`src/rtl/uq_sumsq_accum_if.sv`:
```
// Product-in / result-out handshake bundle for the sum-of-squares accumulator.
// The slave modport is the accumulator's side; the master modport is the producer/consumer side.
interface uq_sumsq_accum_if #(
    parameter int ACC_W = 40,
    parameter int CNT_W = 8
);
    logic [31:0]      P_IN;
    logic             P_SIGNED;
    logic             P_VALID;
    logic             P_LAST;
    logic             P_READY;
    logic             CLR;
    logic [ACC_W-1:0] SUM;
    logic [CNT_W-1:0] SUM_COUNT;
    logic             SUM_OVF;
    logic             SUM_VALID;
    logic             SUM_READY;

    modport slave (
        input  P_IN, P_SIGNED, P_VALID, P_LAST, CLR, SUM_READY,
        output P_READY, SUM, SUM_COUNT, SUM_OVF, SUM_VALID
    );

    modport master (
        output P_IN, P_SIGNED, P_VALID, P_LAST, CLR, SUM_READY,
        input  P_READY, SUM, SUM_COUNT, SUM_OVF, SUM_VALID
    );
endinterface

```
`src/rtl/uq_sumsq_accum.sv`:
```
// Two-stage saturating accumulator for multiplier products: stage 1 registers the extended
// product, stage 2 adds it into a signed accumulator; the finished set is offered over valid/ready.
module uq_sumsq_accum #(
    parameter int ACC_W = 40,
    parameter int CNT_W = 8
) (
    input  logic             CLK,
    input  logic             RST_N,
    uq_sumsq_accum_if.slave  bus
);
    typedef enum logic [1:0] {ACCUM, FLUSH, DONE} state_t;

    localparam logic [CNT_W-1:0] CNT_MAX = {CNT_W{1'b1}};
    localparam logic [ACC_W-1:0] ACC_MAX = {1'b0, {(ACC_W-1){1'b1}}};
    localparam logic [ACC_W-1:0] ACC_MIN = {1'b1, {(ACC_W-1){1'b0}}};

    state_t           state_q, state_d;
    logic [ACC_W-1:0] acc_q, acc_d;
    logic [CNT_W-1:0] cnt_q, cnt_d;
    logic             ovf_q, ovf_d;
    logic [ACC_W-1:0] s1_q, s1_d;
    logic             s1_last_q, s1_last_d;
    logic             s1_v_q, s1_v_d;

    logic             p_ready;
    logic             accept;
    logic [ACC_W-1:0] p_ext;
    logic [ACC_W:0]   sum_wide;

    always_comb begin
        p_ready   = (state_q == ACCUM) && !bus.CLR;
        accept    = bus.P_VALID && p_ready;
        p_ext     = bus.P_SIGNED ? {{(ACC_W-32){bus.P_IN[31]}}, bus.P_IN}
                                 : {{(ACC_W-32){1'b0}}, bus.P_IN};
        // One guard bit: the top two bits disagree exactly when the signed add overflowed.
        sum_wide  = {acc_q[ACC_W-1], acc_q} + {s1_q[ACC_W-1], s1_q};

        state_d   = state_q;
        acc_d     = acc_q;
        cnt_d     = cnt_q;
        ovf_d     = ovf_q;
        s1_d      = s1_q;
        s1_last_d = s1_last_q;
        s1_v_d    = 1'b0;

        if (accept) begin
            s1_d      = p_ext;
            s1_last_d = bus.P_LAST;
            s1_v_d    = 1'b1;
        end

        if (s1_v_q) begin
            if (sum_wide[ACC_W] == sum_wide[ACC_W-1]) begin
                acc_d = sum_wide[ACC_W-1:0];
            end else if (!sum_wide[ACC_W]) begin
                acc_d = ACC_MAX;
                ovf_d = 1'b1;
            end else begin
                acc_d = ACC_MIN;
                ovf_d = 1'b1;
            end
            if (cnt_q != CNT_MAX) begin
                cnt_d = cnt_q + 1'b1;
            end
        end

        case (state_q)
            ACCUM: if (accept && bus.P_LAST) state_d = FLUSH;
            FLUSH: if (s1_v_q && s1_last_q) state_d = DONE;
            DONE: begin
                if (bus.SUM_READY) begin
                    acc_d   = '0;
                    cnt_d   = '0;
                    ovf_d   = 1'b0;
                    state_d = ACCUM;
                end
            end
            default: state_d = ACCUM;
        endcase

        // Abort wins over everything, including a result transfer in the same cycle.
        if (bus.CLR) begin
            acc_d   = '0;
            cnt_d   = '0;
            ovf_d   = 1'b0;
            s1_v_d  = 1'b0;
            state_d = ACCUM;
        end
    end

    always_ff @(posedge CLK or negedge RST_N) begin
        if (!RST_N) begin
            state_q   <= ACCUM;
            acc_q     <= '0;
            cnt_q     <= '0;
            ovf_q     <= 1'b0;
            s1_q      <= '0;
            s1_last_q <= 1'b0;
            s1_v_q    <= 1'b0;
        end else begin
            state_q   <= state_d;
            acc_q     <= acc_d;
            cnt_q     <= cnt_d;
            ovf_q     <= ovf_d;
            s1_q      <= s1_d;
            s1_last_q <= s1_last_d;
            s1_v_q    <= s1_v_d;
        end
    end

    assign bus.P_READY   = p_ready;
    assign bus.SUM       = acc_q;
    assign bus.SUM_COUNT = cnt_q;
    assign bus.SUM_OVF   = ovf_q;
    assign bus.SUM_VALID = (state_q == DONE);
endmodule
```
`src/flat_wrapper.sv`:
```
// flat-port wrapper written by rule: the top's interface ports become plain ports
module uq_sumsq_accum_flat 
#(
    parameter int ACC_W = 40,
    parameter int CNT_W = 8
)
  (CLK, RST_N, bus_P_IN, bus_P_SIGNED, bus_P_VALID, bus_P_LAST, bus_CLR, bus_SUM_READY, bus_P_READY, bus_SUM, bus_SUM_COUNT, bus_SUM_OVF, bus_SUM_VALID);
  uq_sumsq_accum_if #(.ACC_W(ACC_W), .CNT_W(CNT_W)) bus_i ();
  input  logic CLK;
  input  logic RST_N;
  input wire logic [$bits(bus_i.P_IN)-1:0] bus_P_IN;
  input wire logic [$bits(bus_i.P_SIGNED)-1:0] bus_P_SIGNED;
  input wire logic [$bits(bus_i.P_VALID)-1:0] bus_P_VALID;
  input wire logic [$bits(bus_i.P_LAST)-1:0] bus_P_LAST;
  input wire logic [$bits(bus_i.CLR)-1:0] bus_CLR;
  input wire logic [$bits(bus_i.SUM_READY)-1:0] bus_SUM_READY;
  output wire logic [$bits(bus_i.P_READY)-1:0] bus_P_READY;
  output wire logic [$bits(bus_i.SUM)-1:0] bus_SUM;
  output wire logic [$bits(bus_i.SUM_COUNT)-1:0] bus_SUM_COUNT;
  output wire logic [$bits(bus_i.SUM_OVF)-1:0] bus_SUM_OVF;
  output wire logic [$bits(bus_i.SUM_VALID)-1:0] bus_SUM_VALID;
  assign bus_i.P_IN = bus_P_IN;
  assign bus_i.P_SIGNED = bus_P_SIGNED;
  assign bus_i.P_VALID = bus_P_VALID;
  assign bus_i.P_LAST = bus_P_LAST;
  assign bus_i.CLR = bus_CLR;
  assign bus_i.SUM_READY = bus_SUM_READY;
  assign bus_P_READY = bus_i.P_READY;
  assign bus_SUM = bus_i.SUM;
  assign bus_SUM_COUNT = bus_i.SUM_COUNT;
  assign bus_SUM_OVF = bus_i.SUM_OVF;
  assign bus_SUM_VALID = bus_i.SUM_VALID;
  uq_sumsq_accum #(.ACC_W(ACC_W), .CNT_W(CNT_W)) u_core (.CLK(CLK), .RST_N(RST_N), .bus(bus_i));
endmodule
```
`config.mk`:
```
export PLATFORM = sky130hd
export DESIGN_NAME = uq_sumsq_accum_flat
export DESIGN_NICKNAME = d
export VERILOG_FILES = /design/src/rtl/uq_sumsq_accum_if.sv /design/src/rtl/uq_sumsq_accum.sv /design/src/flat_wrapper.sv
export SDC_FILE = /design/constraint.sdc
export NUM_CORES = 1
export LEC_CHECK = 0
export ABC_AREA = 1
export BUFFER_PORTS_ARGS = -buffer_cell sky130_fd_sc_hd__buf_4
export CORE_ASPECT_RATIO = 0.8
export CORE_UTILIZATION = 40
export CTS_CLUSTER_SIZE = 16
export DETAILED_ROUTE_END_ITERATION = 6
export PLACE_DENSITY_LB_ADDON = 0.12
export RECOVER_POWER = 50
export SLEW_MARGIN = 25
export SYNTH_ARGS = -nofsm -noshare
export SYNTH_HDL_FRONTEND = slang
export SYNTH_SLANG_ARGS = --single-unit
export TNS_END_PERCENT = 20
```
`constraint.sdc`:
```
create_clock -name CLK -period 3.45 [get_ports CLK]
set_input_delay 0.345 -clock CLK [delete_from_list [all_inputs] [get_ports CLK]]
set_output_delay 0.345 -clock CLK [all_outputs]
set_load 0.02 [all_outputs]
```
==> results.md, run 1 <==
- Comb pwr share: 40.1%
- Worst path max stage delay: 0.43 ns
- Area of the mapped netlist: 6650 um^2
- Tightest Pin Transition: 2.18 ns
- Worst vdd ir: 0.000264 V
- GRT Util Overall: 24.8%
- Hold wc startpoint: bus_P_IN[8]
- Top cells by count, synth: 341 x nand2_1, 150 x nor2_1, 93 x inv_1, 86 x dfrtp_1, 66 x a21oi_1
- Min-Delay Path Depth: 3
- WL/cell: 15.6 um
- Final Util: 47.9%
- Unique cell type count in the Yosys netlist: 43
- Number of I/O pins: 90
- Crit path buf inv count: 3
- Die ar.: 17100 um^2
- Internal power: 2180 uW
- Startpoint Class: flip-flop
- Final Skew: 0.0124 ns
- # diodes: 0
- Max H-tree Level: 3
- Cells on worst reg2reg path: 19
- Setup Crit Path Kind: reg2reg
- Cell area power density: 497 nW/um^2
- Largest net degree at the start of global routing: 48
- Most used cell, CP: nand2_2
- Hold EP: u_core.s1_q[8]
- Worst setup EP type: flip-flop
- Share of layout cells above drive strength 1: 10.5%
- Initial drt markers: 478
- Critical path, cell by cell: ha_1 -> fa_1 -> nand2_1 -> clkinv_1 -> nand2_1 -> nand2_2 -> nand2_1 -> nand2_2 -> nand2_2 -> nand3_4 -> nand2_4 -> nand2_2 -> nand2_2 -> nand2_4 -> nand2_4 -> nand2_4 -> inv_2 -> buf_12 -> a21oi_1
- Syn Area/Cell: 6.71 um^2
- Warning count from the yosys run: 0
- Clock sink count: 86
- Finished Layout Cells: 1298
- Fin nets: 1159
- Total number of vias: 6500
- Die width: 146 um
- Initial Util: 41.5%
- Final setup fails: 0
- Worst Path Max Fanout: 24
- Cells after synthesis: 990
- Cells after DPL: 1281
- Relative slew slack: -45.2%
- Die Y: 117 um
- Post-CTS Setup Inserts: 0
- Drt pass-1 iters: 5
- Number of global-route vias before repair: 6097
- Clock Power Share: 26.5%
- Area Overhead vs Synth: 15.4%
- Hold_buf cts: 1
- Reg clk slew, reported paths: 0.08 ns
- Top-count cell post-synth: nand2_1
- Dpl hpwl: 15.6 mm
- Mux cell area share after synthesis: 0%
- Failing checks: max-capacitance violations, max-slew violations
- Reg2reg end: u_core.bus.SUM[18]
- Core Area: 16000 um^2
- Tcrit/Tclk final: 86.7%
- RSZ-0062 raised after global routing: no
- Post-route DRC: 0
- Fmax: 334 MHz
- Largest family of logic cells by synthesized area: simple AND/OR/NAND/NOR gates
- Global-route wire length before repair: 33.1 mm
- Final setup TNS: 0 ns
- Post-Route WL: 20.2 mm
- Synth Area in Compound Gates: 12.6%
- Leakage: 0.00404 uW
- EDFF count, synth: 0
- Antenna Nets Post-Route: 0
- Post-synth ARST share: 100%
- CP top delay family: simple AND/OR/NAND/NOR gates
- Clock Latency Late Sink: 0.37 ns
- CTS buffer count: 9
- Row Count: 41
- Final min period: 2.99 ns
- Grt ovf: 0
- Top area cells in the synthesized netlist: dfrtp_1 32%, nand2_1 19%, nor2_1 8.5%, ha_1 7.7%, inv_1 5.3%
- Via density: 5.01
- Slack of the worst reg-to-reg path: 0.46 ns
- Net Sw Power: 1630 uW
- Reg2reg start: u_core.bus.SUM[0]
- Net count after synthesis: 1071
- Sw Share: 42.7%
- Area share of the largest cell type after synthesis: 32.4%
- Register share of total power: 33.4%
- Synth Register Bits: 86
- Hold Crit Class: in2reg
- Final Slew Violations: 41
- Adder-cell area share of the yosys netlist: 8.02%
- Resized cells post-CTS: 0
- Max Cap Viol: 1
- Clock Tree Buf Depth: 2
- Synth area leader: dfrtp_1
- Worst Path Arrival: 3.24 ns
- Register area share after synthesis: 32.4%
- Worst EP required: 3.69 ns
- Ys flop type: dfrtp_1
- RD Place Congestion: 0.961
- XOR/XNOR Fraction of Synth Area: 3.16%
- Status: finished, violations left
- Fin. Hold Viols: 0
- Slowest CP cell: fa_1
- CTS tree: built
- Initial antenna violation count: 0
- Simple-gate area share of the yosys netlist: 36.6%
- IO buf count: 89
- Clk root buf: clkbuf_16
-- flip-flops by register name, summed over array words and instances, names as in the netlist --
| name | flops |
|---|---|
| u_core.bus.SUM_COUNT | 8 |
| u_core.s1_v_q | 1 |
| u_core.bus.SUM | 40 |
| u_core.s1_last_q | 1 |
| u_core.bus.SUM_OVF | 1 |
| u_core.state_q | 2 |
| u_core.s1_q | 33 |
-- layout by cell type, fill, tap and decap left out, types with 6 or more instances in the layout --
cell,count
ha_1,41
xnor2_1,19
inv_1,93
nor2_2,8
dfrtp_1,86
a21o_1,6
nor2_1,150
clkbuf_16,9
clkbuf_1,50
nand2_2,13
a21oi_1,66
a21oi_4,10
nand2_1,341
o21ai_0,28
nor3_1,7
o21bai_1,8
nand3_1,41
buf_4,45
-- layout make-up --
type,count,area (um^2)
Sequential cell,86,2150
Multi-Input combinational cell,784,4020
Tap cell,215,269
Inverter,98,368
Clock inverter,7,75.1
Timing Repair Buffer,99,566
Clock buffer,9,225
Fill cell,1747,8340
-- per-stage QoR --
stage / hold WS, ns / setup WS [ns] / instance area, um^2 / power, uW
2_1_floorplan: 0.0494 / 0.825 / 6650 / 2360
3_3_place_gp: 0.351 / 0.578 / 7550 / 2850
3_5_place_dp: 0.356 / 0.490 / 7550 / 2850
4_1_cts: 0.158 / 0.464 / 7860 / 3880
5_1_grt: 0.163 / 0.142 / 7670 / 4080
6_report: 0.167 / 0.458 / 7670 / 3810
-- how the worst max path moves through the flow --
stage                 startpoint                 end  slack [ns]  depth (start not counted)
2_1_floorplan  u_core.bus.SUM[0]  u_core.bus.SUM[16]        0.82                         20
3_3_place_gp   u_core.bus.SUM[0]  u_core.bus.SUM[14]        0.58                         19
3_5_place_dp   u_core.bus.SUM[0]  u_core.bus.SUM[18]        0.49                         19
4_1_cts        u_core.bus.SUM[0]  u_core.bus.SUM[18]        0.46                         19
5_1_grt                    RST_N     u_core.s1_q[31]        0.14                          3
6_report       u_core.bus.SUM[0]  u_core.bus.SUM[18]        0.46                         19
-- cells by family (layout without fill, tap and decap cells) --
logic type               after synthesis  count (layout)
buffers and inverters                120             213
AO/OA/AOI/OAI                        132             132
adder cells (fa/ha/maj)               42              42
flip-flops                            86              86
AND/OR/NAND/NOR                      586             586
XOR/XNOR                              24              24
-- power by group through the flow --
stage / Clock, uW / Combinational, uW / Sequential [uW]
2_1_floorplan: 0 / 1050 / 1310
3_3_place_gp: 0 / 1560 / 1290
3_5_place_dp: 0 / 1560 / 1290
4_1_cts: 1030 / 1570 / 1270
5_1_grt: 1080 / 1710 / 1290
6_report: 1010 / 1530 / 1270
-- worst min-delay path: stages --
cell	delay, ns
buf_4	0.07
nand2_1	0.04
nand2_1	0.04
-- metal layers --
layer	global-route usage [%]	vias up	routed length (um)
met1	39.2	2984	10800
met5	0	-	0
met4	6.77	0	295
met2	34.0	183	7960
li1	-	3313	-
met3	3.97	20	1180
Power figures use the tool's default switching activity.
==> inputs of run 2 (changes only) <==
==> constraint.sdc (replaced) <==
create_clock -name CLK -period 3.45 [get_ports CLK]
set_input_delay 0.69 -clock CLK [delete_from_list [all_inputs] [get_ports CLK]]
set_output_delay 0.69 -clock CLK [all_outputs]
set_load 0.02 [all_outputs]
==> run 2 against run 1 <==
  * The flow still finishes with violations (max-capacitance violations, max-slew violations)
  * Combinational power barely moved
  * Register-to-register slack worse by 0.05 ns
  * Highest routed layer unchanged
  * First-iteration DRC count is 0.63% higher
  * Flip-flop and latch count unchanged
  * Non-clock buffer count fell by 2
  * Cell count down 0.15%
  * Maximum frequency shrank 1.6%
  * Global-route usage decreased by 0.17 points
  * Largest power group unchanged
  * Via count decreased by 1.0%
  * Clock power about the same
==> results.md, run 2 (synthesis gave the netlist of run 1 again) <==
- Initial antenna violation count: 0 (unchanged)
- Final setup fails: 0 (unchanged)
- GRT Util Overall: 24.6% (-0.17 points)
- Worst setup EP type: flip-flop
- Fin. Hold Viols: 0 (unchanged)
- Post-CTS Setup Inserts: 0 (unchanged)
- Fillers: 1680 (-3.8%)
- Hold Crit Class: reg2reg
- Startpoint Class: flip-flop
- Status: finished, violations left
- Initial drt markers: 481 (+0.63%)
- Post-route cell area: 7750 um^2 (+1.1%)
- Dpl hpwl: 15.6 mm (-0.46%)
- Leakage: 0.00414 uW (+2.5%)
- Max H-tree Level: 3 (unchanged)
- Antenna Nets Post-Route: 0 (unchanged)
- Initial Util: 41.5% (unchanged)
- Number of global-route vias before repair: 6040 (-0.93%)
- Worst EP required: 3.68 ns (about the same)
- Final Skew: 0.0134 ns (+0.00103 ns)
- Setup WS pre-CTS: 0.482 ns (-0.00841 ns)
- Worst Setup SP: u_core.bus.SUM[0]
- Cells on worst reg2reg path: 19 (unchanged)
- Reg2reg start: u_core.bus.SUM[0]
- Grt ovf: 0 (unchanged)
- Tcrit/Tclk final: 88.1% (+1.4 points)
- Worst vdd ir: 0.000305 V (+15%)
- Hold slack: 0.494 ns (+0.327 ns)
- Die Y: 117 um (unchanged)
- Reg2reg end: u_core.bus.SUM[11]
- Commonest non-fill, non-tap cell in the layout: nand2_1
- Clock sink count: 86 (unchanged)
- CTS buffer count: 9 (unchanged)
- Setup ws final: 0.410 ns (-0.0483 ns)
- Row Count: 41 (unchanged)
- Setup Crit Path Kind: reg2reg
- Share of layout cells above drive strength 1: 12.7% (+2.1 points)
- Max Cap Viol: 3 (+2)
- WL/cell: 15.5 um (-0.29%)
- Via density: 4.96 (-0.86%)
- Fin nets: 1157 (-0.17%)
- Hold_buf cts: 0 (-1)
- Fmax: 329 MHz (-1.6%)
- Commonest non-fill, non-tap cells in the layout: 341 x nand2_1, 150 x nor2_1, 94 x inv_1
- IO buf count: 89 (unchanged)
- Reg clk slew, reported paths: 0.07 ns (about the same)
- Slack of the worst reg-to-reg path: 0.41 ns (-0.05 ns)
- Clk root buf: clkbuf_16
- Tightest Pin Transition: 2.16 ns (-0.0160 ns)
- Failing checks: max-capacitance violations, max-slew violations
- Post-Route WL: 20.1 mm (-0.45%)
- Final Slew Violations: 110 (+170%)
- CP endpoint: u_core.bus.SUM[11]
- Resized cells post-CTS: 0 (unchanged)
- Post-route DRC: 0 (unchanged)
- Total number of vias: 6434 (-1.0%)
- # diodes: 0 (unchanged)
- Die width: 146 um (unchanged)
- Number of I/O pins: 90 (unchanged)
- Relative slew slack: -44.2% (+1.1 points)
- Worst Path Max Fanout: 24 (unchanged)
- Cell area power density: 500 nW/um^2 (+0.61%)
- Die ar.: 17100 um^2 (unchanged)
- Drt pass-1 iters: 5 (unchanged)
- RSZ-0062 raised after global routing: no
- Placed Area: 7540 um^2 (about the same)
- Multi-input gate area: 4020 um^2 (unchanged)
- Final Util: 48.4% (+0.51 points)
- Global-route wire length before repair: 32.8 mm (-0.71%)
- Final setup TNS: 0 ns (unchanged)
- Worst Path Arrival: 3.27 ns (+0.03 ns)
- Area Overhead vs Synth: 16.6%
- Largest net degree at the start of global routing: 48 (unchanged)
- Min-Delay Path Depth: 2 (-1)
- Core Area: 16000 um^2 (unchanged)
- CTS tree: built
- Sequential cell area: 2150 um^2 (unchanged)
- Max reg flops: 40 (unchanged)
- Final min period: 3.04 ns (+0.0483 ns)
- Clock Latency Late Sink: 0.36 ns (about the same)
- RD Place Congestion: 0.910 (-5.3%)
- Clock Tree Buf Depth: 2 (unchanged)
==> run 2: cell count changes in the layout (fill, tap and decap cells not counted) <==
| cell | previous run | this run |
|---|---|---|
| inv_8 | 3 | 1 |
| clkbuf_1 | 50 | 25 |
| bufinv_16 | 0 | 1 |
| clkinv_8 | 1 | 0 |
| dlygate4sd3_1 | 1 | 0 |
| inv_1 | 93 | 94 |
| clkinv_4 | 0 | 1 |
| clkinv_2 | 0 | 1 |
| inv_2 | 4 | 3 |
| buf_4 | 45 | 69 |
==> run 2: final cells by class <==
type                    count  share of cell area, %
clock buffers               9                   2.91
multi-input cells         784                   51.8
inverters                  98                   4.75
flip-flops and latches     86                   27.8
repair buffers             97                   8.28
well taps                 215                   3.47
clock inverters             7                   1.03
==> run 2: worst max-delay path, cell delays in order (launching register included) <==
cell and delay [ns]:
dfrtp_1 0.40, ha_1 0.25, fa_1 0.43, nand2_1 0.09
clkinv_1 0.07, nand2_1 0.07, nand2_2 0.10, nand2_1 0.09
nand2_2 0.09, nand2_2 0.10, nand3_4 0.11, nand2_4 0.09
nand2_2 0.05, nand2_2 0.08, nand2_4 0.07, nand2_4 0.13
nand2_4 0.09, inv_2 0.22, buf_12 0.25, a21oi_1 0.09
==> run 2: where the power goes <==
group / switching (uW) / leakage, uW / internal [uW] / total [uW]
clock network: 466 / 0.000148 / 572 / 1040
logic: 1010 / 0.00286 / 547 / 1560
registers: 133 / 0.00112 / 1150 / 1280
==> run 2: worst min path at each step <==
| stage | slack, ns | start | end |
|---|---|---|---|
| after global placement | 0.47 | u_core.s1_q[0] | u_core.s1_q[0] |
| final | 0.49 | u_core.s1_q[15] | u_core.s1_q[15] |
| after CTS | 0.31 | RST_N | u_core.bus.SUM[9] |
| after detailed placement | 0.47 | u_core.s1_last_q | u_core.s1_last_q |
| after floorplan | 0.39 | RST_N | u_core.bus.SUM[0] |
| after global routing | 0.52 | u_core.s1_q[0] | u_core.s1_q[0] |
==> run 2: metal layers <==
| layer | track usage (%) | vias to the layer above | share of wire [%] |
|---|---|---|---|
| met4 | 5.01 | 0 | 0.98 |
| met1 | 39.0 | 2930 | 54 |
| met5 | 0 | - | 0 |
| met3 | 4.82 | 14 | 5.9 |
| li1 | - | 3320 | - |
| met2 | 33.8 | 170 | 39 |
==> run 2: per-stage QoR <==
| step | total power [uW] | instances |
|---|---|---|
| 3_3_place_gp | 2860 | 1280 |
| 5_1_grt | 4130 | 1296 |
| 4_1_cts | 3910 | 1296 |
| 6_report | 3880 | 1296 |
| 2_1_floorplan | 2360 | 990 |
| 3_5_place_dp | 2860 | 1280 |
==> inputs of run 3 (changes only) <==
--- a/config.mk
+++ b/config.mk
@@ -13,2 +13,3 @@
 export DETAILED_ROUTE_END_ITERATION = 6
+export GPL_ROUTABILITY_DRIVEN = 0
 export PLACE_DENSITY_LB_ADDON = 0.12
==> constraint.sdc (replaced) <==
create_clock -name CLK -period 3.45 [get_ports CLK]
set_input_delay 0 -clock CLK [delete_from_list [all_inputs] [get_ports CLK]]
set_output_delay 0 -clock CLK [all_outputs]
set_load 0.02 [all_outputs]
==> run 3 against run 2 <==
  * The run still ends with max-capacitance violations, max-slew violations left
  * Critical path depth is the same
  * Core utilization is 1.7 points higher
  * Cell area is 3.6% higher
  * Sequential power about the same
  * Sequential share of layout area fell by 0.96 points
  * Count of clock-buffer cells in the layout is the same
  * First-iteration DRC count is 20% lower
  * Maximum frequency grew 1.6%
==> results.md, run 3 (synthesis gave the netlist of run 1 again) <==
- Final Util: 50.2% (+1.7 points)
- Cells on worst reg2reg path: 19 (unchanged)
- Worst setup EP type: flip-flop
- Fin. Hold Viols: 0 (unchanged)
- Reg2reg start: u_core.bus.SUM[0]
- Fillers: 1726 (+2.7%)
- Final min period: 2.99 ns (-0.0477 ns)
- Hold wc startpoint: bus_CLR
- Area Overhead vs Synth: 20.8%
- Slack of the worst reg-to-reg path: 0.46 ns (+0.05 ns)
- Commonest non-fill, non-tap cells in the layout: 341 x nand2_1, 150 x nor2_1, 93 x inv_1
- Critical path, cell by cell: ha_1 -> fa_1 -> nand2_1 -> clkinv_1 -> nand2_1 -> nand2_2 -> nand2_1 -> nand2_2 -> nand2_2 -> nand3_4 -> nand2_4 -> nand2_2 -> nand2_2 -> nand2_4 -> nand2_4 -> nand2_4 -> inv_2 -> buf_12 -> a21oi_1
- Max H-tree Level: 3 (unchanged)
- Fmax: 334 MHz (+1.6%)
- Initial drt markers: 387 (-20%)
- Hold slack: 0.0376 ns (-0.456 ns)
- Via density: 4.93 (-0.72%)
- CP top delay family: simple AND/OR/NAND/NOR gates
- Final setup fails: 0 (unchanged)
- Core Area: 16000 um^2 (unchanged)
- Worst EP required: 3.68 ns (about the same)
- Worst vdd ir: 0.000213 V (-30%)
- Post-Route WL: 20.1 mm (-0.29%)
- Initial Util: 41.5% (unchanged)
- Dpl hpwl: 15.1 mm (-2.8%)
- Initial antenna violation count: 0 (unchanged)
- Max reg flops: 40 (unchanged)
- Status: finished, violations left
- Reg clk slew, reported paths: 0.07 ns (about the same)
- Resized cells post-CTS: 0 (unchanged)
- Setup Crit Path Kind: reg2reg
- Leakage: 0.00419 uW (+1.4%)
- Clock sink count: 86 (unchanged)
- IO buf count: 89 (unchanged)
- Reg2reg end: u_core.bus.SUM[14]
- CTS tree: built
- Final setup TNS: 0 ns (unchanged)
- Worst Path Max Fanout: 24 (unchanged)
- Clock Tree Buf Depth: 2 (unchanged)
- Grt ovf: 0 (unchanged)
- Slowest CP cell: fa_1
- Fin nets: 1194 (+3.2%)
- Cell area power density: 481 nW/um^2 (-3.9%)
- Min-Delay Path Depth: 4 (+2)
- Hold EP: u_core.state_q[1]
- Startpoint Class: flip-flop
- CTS buffer count: 9 (unchanged)
- Commonest non-fill, non-tap cell in the layout: nand2_1
- Stages on worst setup path: 19 (unchanged)
- Drt pass-1 iters: 7 (+2)
- Die ar.: 17100 um^2 (unchanged)
- Share of layout cells above drive strength 1: 10.2% (-2.5 points)
- Clock Latency Late Sink: 0.37 ns (about the same)
- Total number of vias: 6570 (+2.1%)
- Worst path max stage delay: 0.43 ns (about the same)
- Total power: 3860 uW (-0.41%)
- Die width: 146 um (unchanged)
- Final Skew: 0.0223 ns (+0.00894 ns)
- Cells after DPL: 1280 (unchanged)
- Largest net degree at the start of global routing: 70 (+46%)
- GRT Util Overall: 24.4% (-0.18 points)
- Row Count: 41 (unchanged)
- Tightest Pin Transition: 1.78 ns (-0.379 ns)
- Relative slew slack: -18.9% (+25 points)
- RSZ-0062 raised after global routing: no
- Number of I/O pins: 90 (unchanged)
- Post-route DRC: 0 (unchanged)
- Hold Crit Class: in2reg
- Die Y: 117 um (unchanged)
- Global-route wire length before repair: 32.9 mm (+0.21%)
- Max Cap Viol: 1 (-2)
- Finished Layout Cells: 1333 (+2.9%)
- Multi-input gate area: 4020 um^2 (unchanged)
- Tcrit/Tclk final: 86.7% (-1.4 points)
- Final Slew Violations: 70 (-36%)
- Most used cell, CP: nand2_2
- WL/cell: 15.1 um (-3.1%)
- Sequential cell area: 2150 um^2 (unchanged)
- Crit path buf inv count: 3 (unchanged)
- # diodes: 0 (unchanged)
- Number of global-route vias before repair: 6343 (+5.0%)
- Failing checks: max-capacitance violations, max-slew violations
- Worst Path Arrival: 3.23 ns (-0.04 ns)
- Clk root buf: clkbuf_16
- Antenna Nets Post-Route: 0 (unchanged)
run 3: cell count changes in the layout (fill, tap and decap cells not counted), sizes merged:
| cell | previous run | this run |
|---|---|---|
| clkinv | 3 | 4 |
| bufinv | 1 | 0 |
| buf | 70 | 47 |
| dlygate4sd3 | 0 | 37 |
| clkbuf | 36 | 59 |
| clkinvlp | 1 | 0 |
| inv | 100 | 101 |
run 3: layout make-up:
| class | count | share of cell area, % |
|---|---|---|
| clock inverter | 7 | 0.950 |
| multi-input combinational | 784 | 50.0 |
| inverter | 98 | 4.58 |
| clock buffer | 9 | 2.80 |
| tap | 215 | 3.35 |
| sequential | 86 | 26.8 |
| timing repair buffer | 134 | 11.5 |
run 3: worst max-delay path by stage:
stage | endpoint | from
detailed placement | u_core.bus.SUM[14] | u_core.bus.SUM[0]
finish | u_core.bus.SUM[14] | u_core.bus.SUM[0]
global route | u_core.bus.SUM[3] | u_core.bus.SUM[0]
CTS | u_core.bus.SUM[14] | u_core.bus.SUM[0]
global placement | u_core.bus.SUM[14] | u_core.bus.SUM[0]
floorplan | u_core.bus.SUM[16] | u_core.bus.SUM[0]
run 3: tightest hold or removal path, delay by kind of cell:
family                 cells  cell delay, ns
buffers and inverters      2            0.15
AOI/OAI and AO/OA          1            0.16
and+or+nand+nor            1            0.05
run 3: per-stage QoR:
stage                     cell area, um^2  setup slack [ns]
after floorplan                      6650             0.825
after global placement               7540             0.612
after detailed placement             7540             0.517
after CTS                            8220             0.494
after global routing                 8030             0.277
final                                8030             0.458
run 3: routing by layer:
metal	share of wire, %	GRT usage (%)	wire, um	up-vias
met4	1.8	7.23	363	0
met1	53	36.8	10700	2990
met3	5.8	5.33	1160	21
li1	-	-	-	3384
met2	39	34.4	7860	175
met5	0	0	0	-
run 3: timing repair:
| action | 4_1_cts | 5_1_grt |
|---|---|---|
| endpoints found under the hold margin | 104 | 0 |
| setup endpoints to repair | 0 | 0 |
| buffers inserted | 0 | 0 |
| hold buffers | 37 | 0 |
run 3: report_power, final:
part	switching (uW)	internal (uW)	total, uW
combinational	1010	551	1560
clock	507	516	1020
sequential	130	1140	1270
total	1650	2210	3860
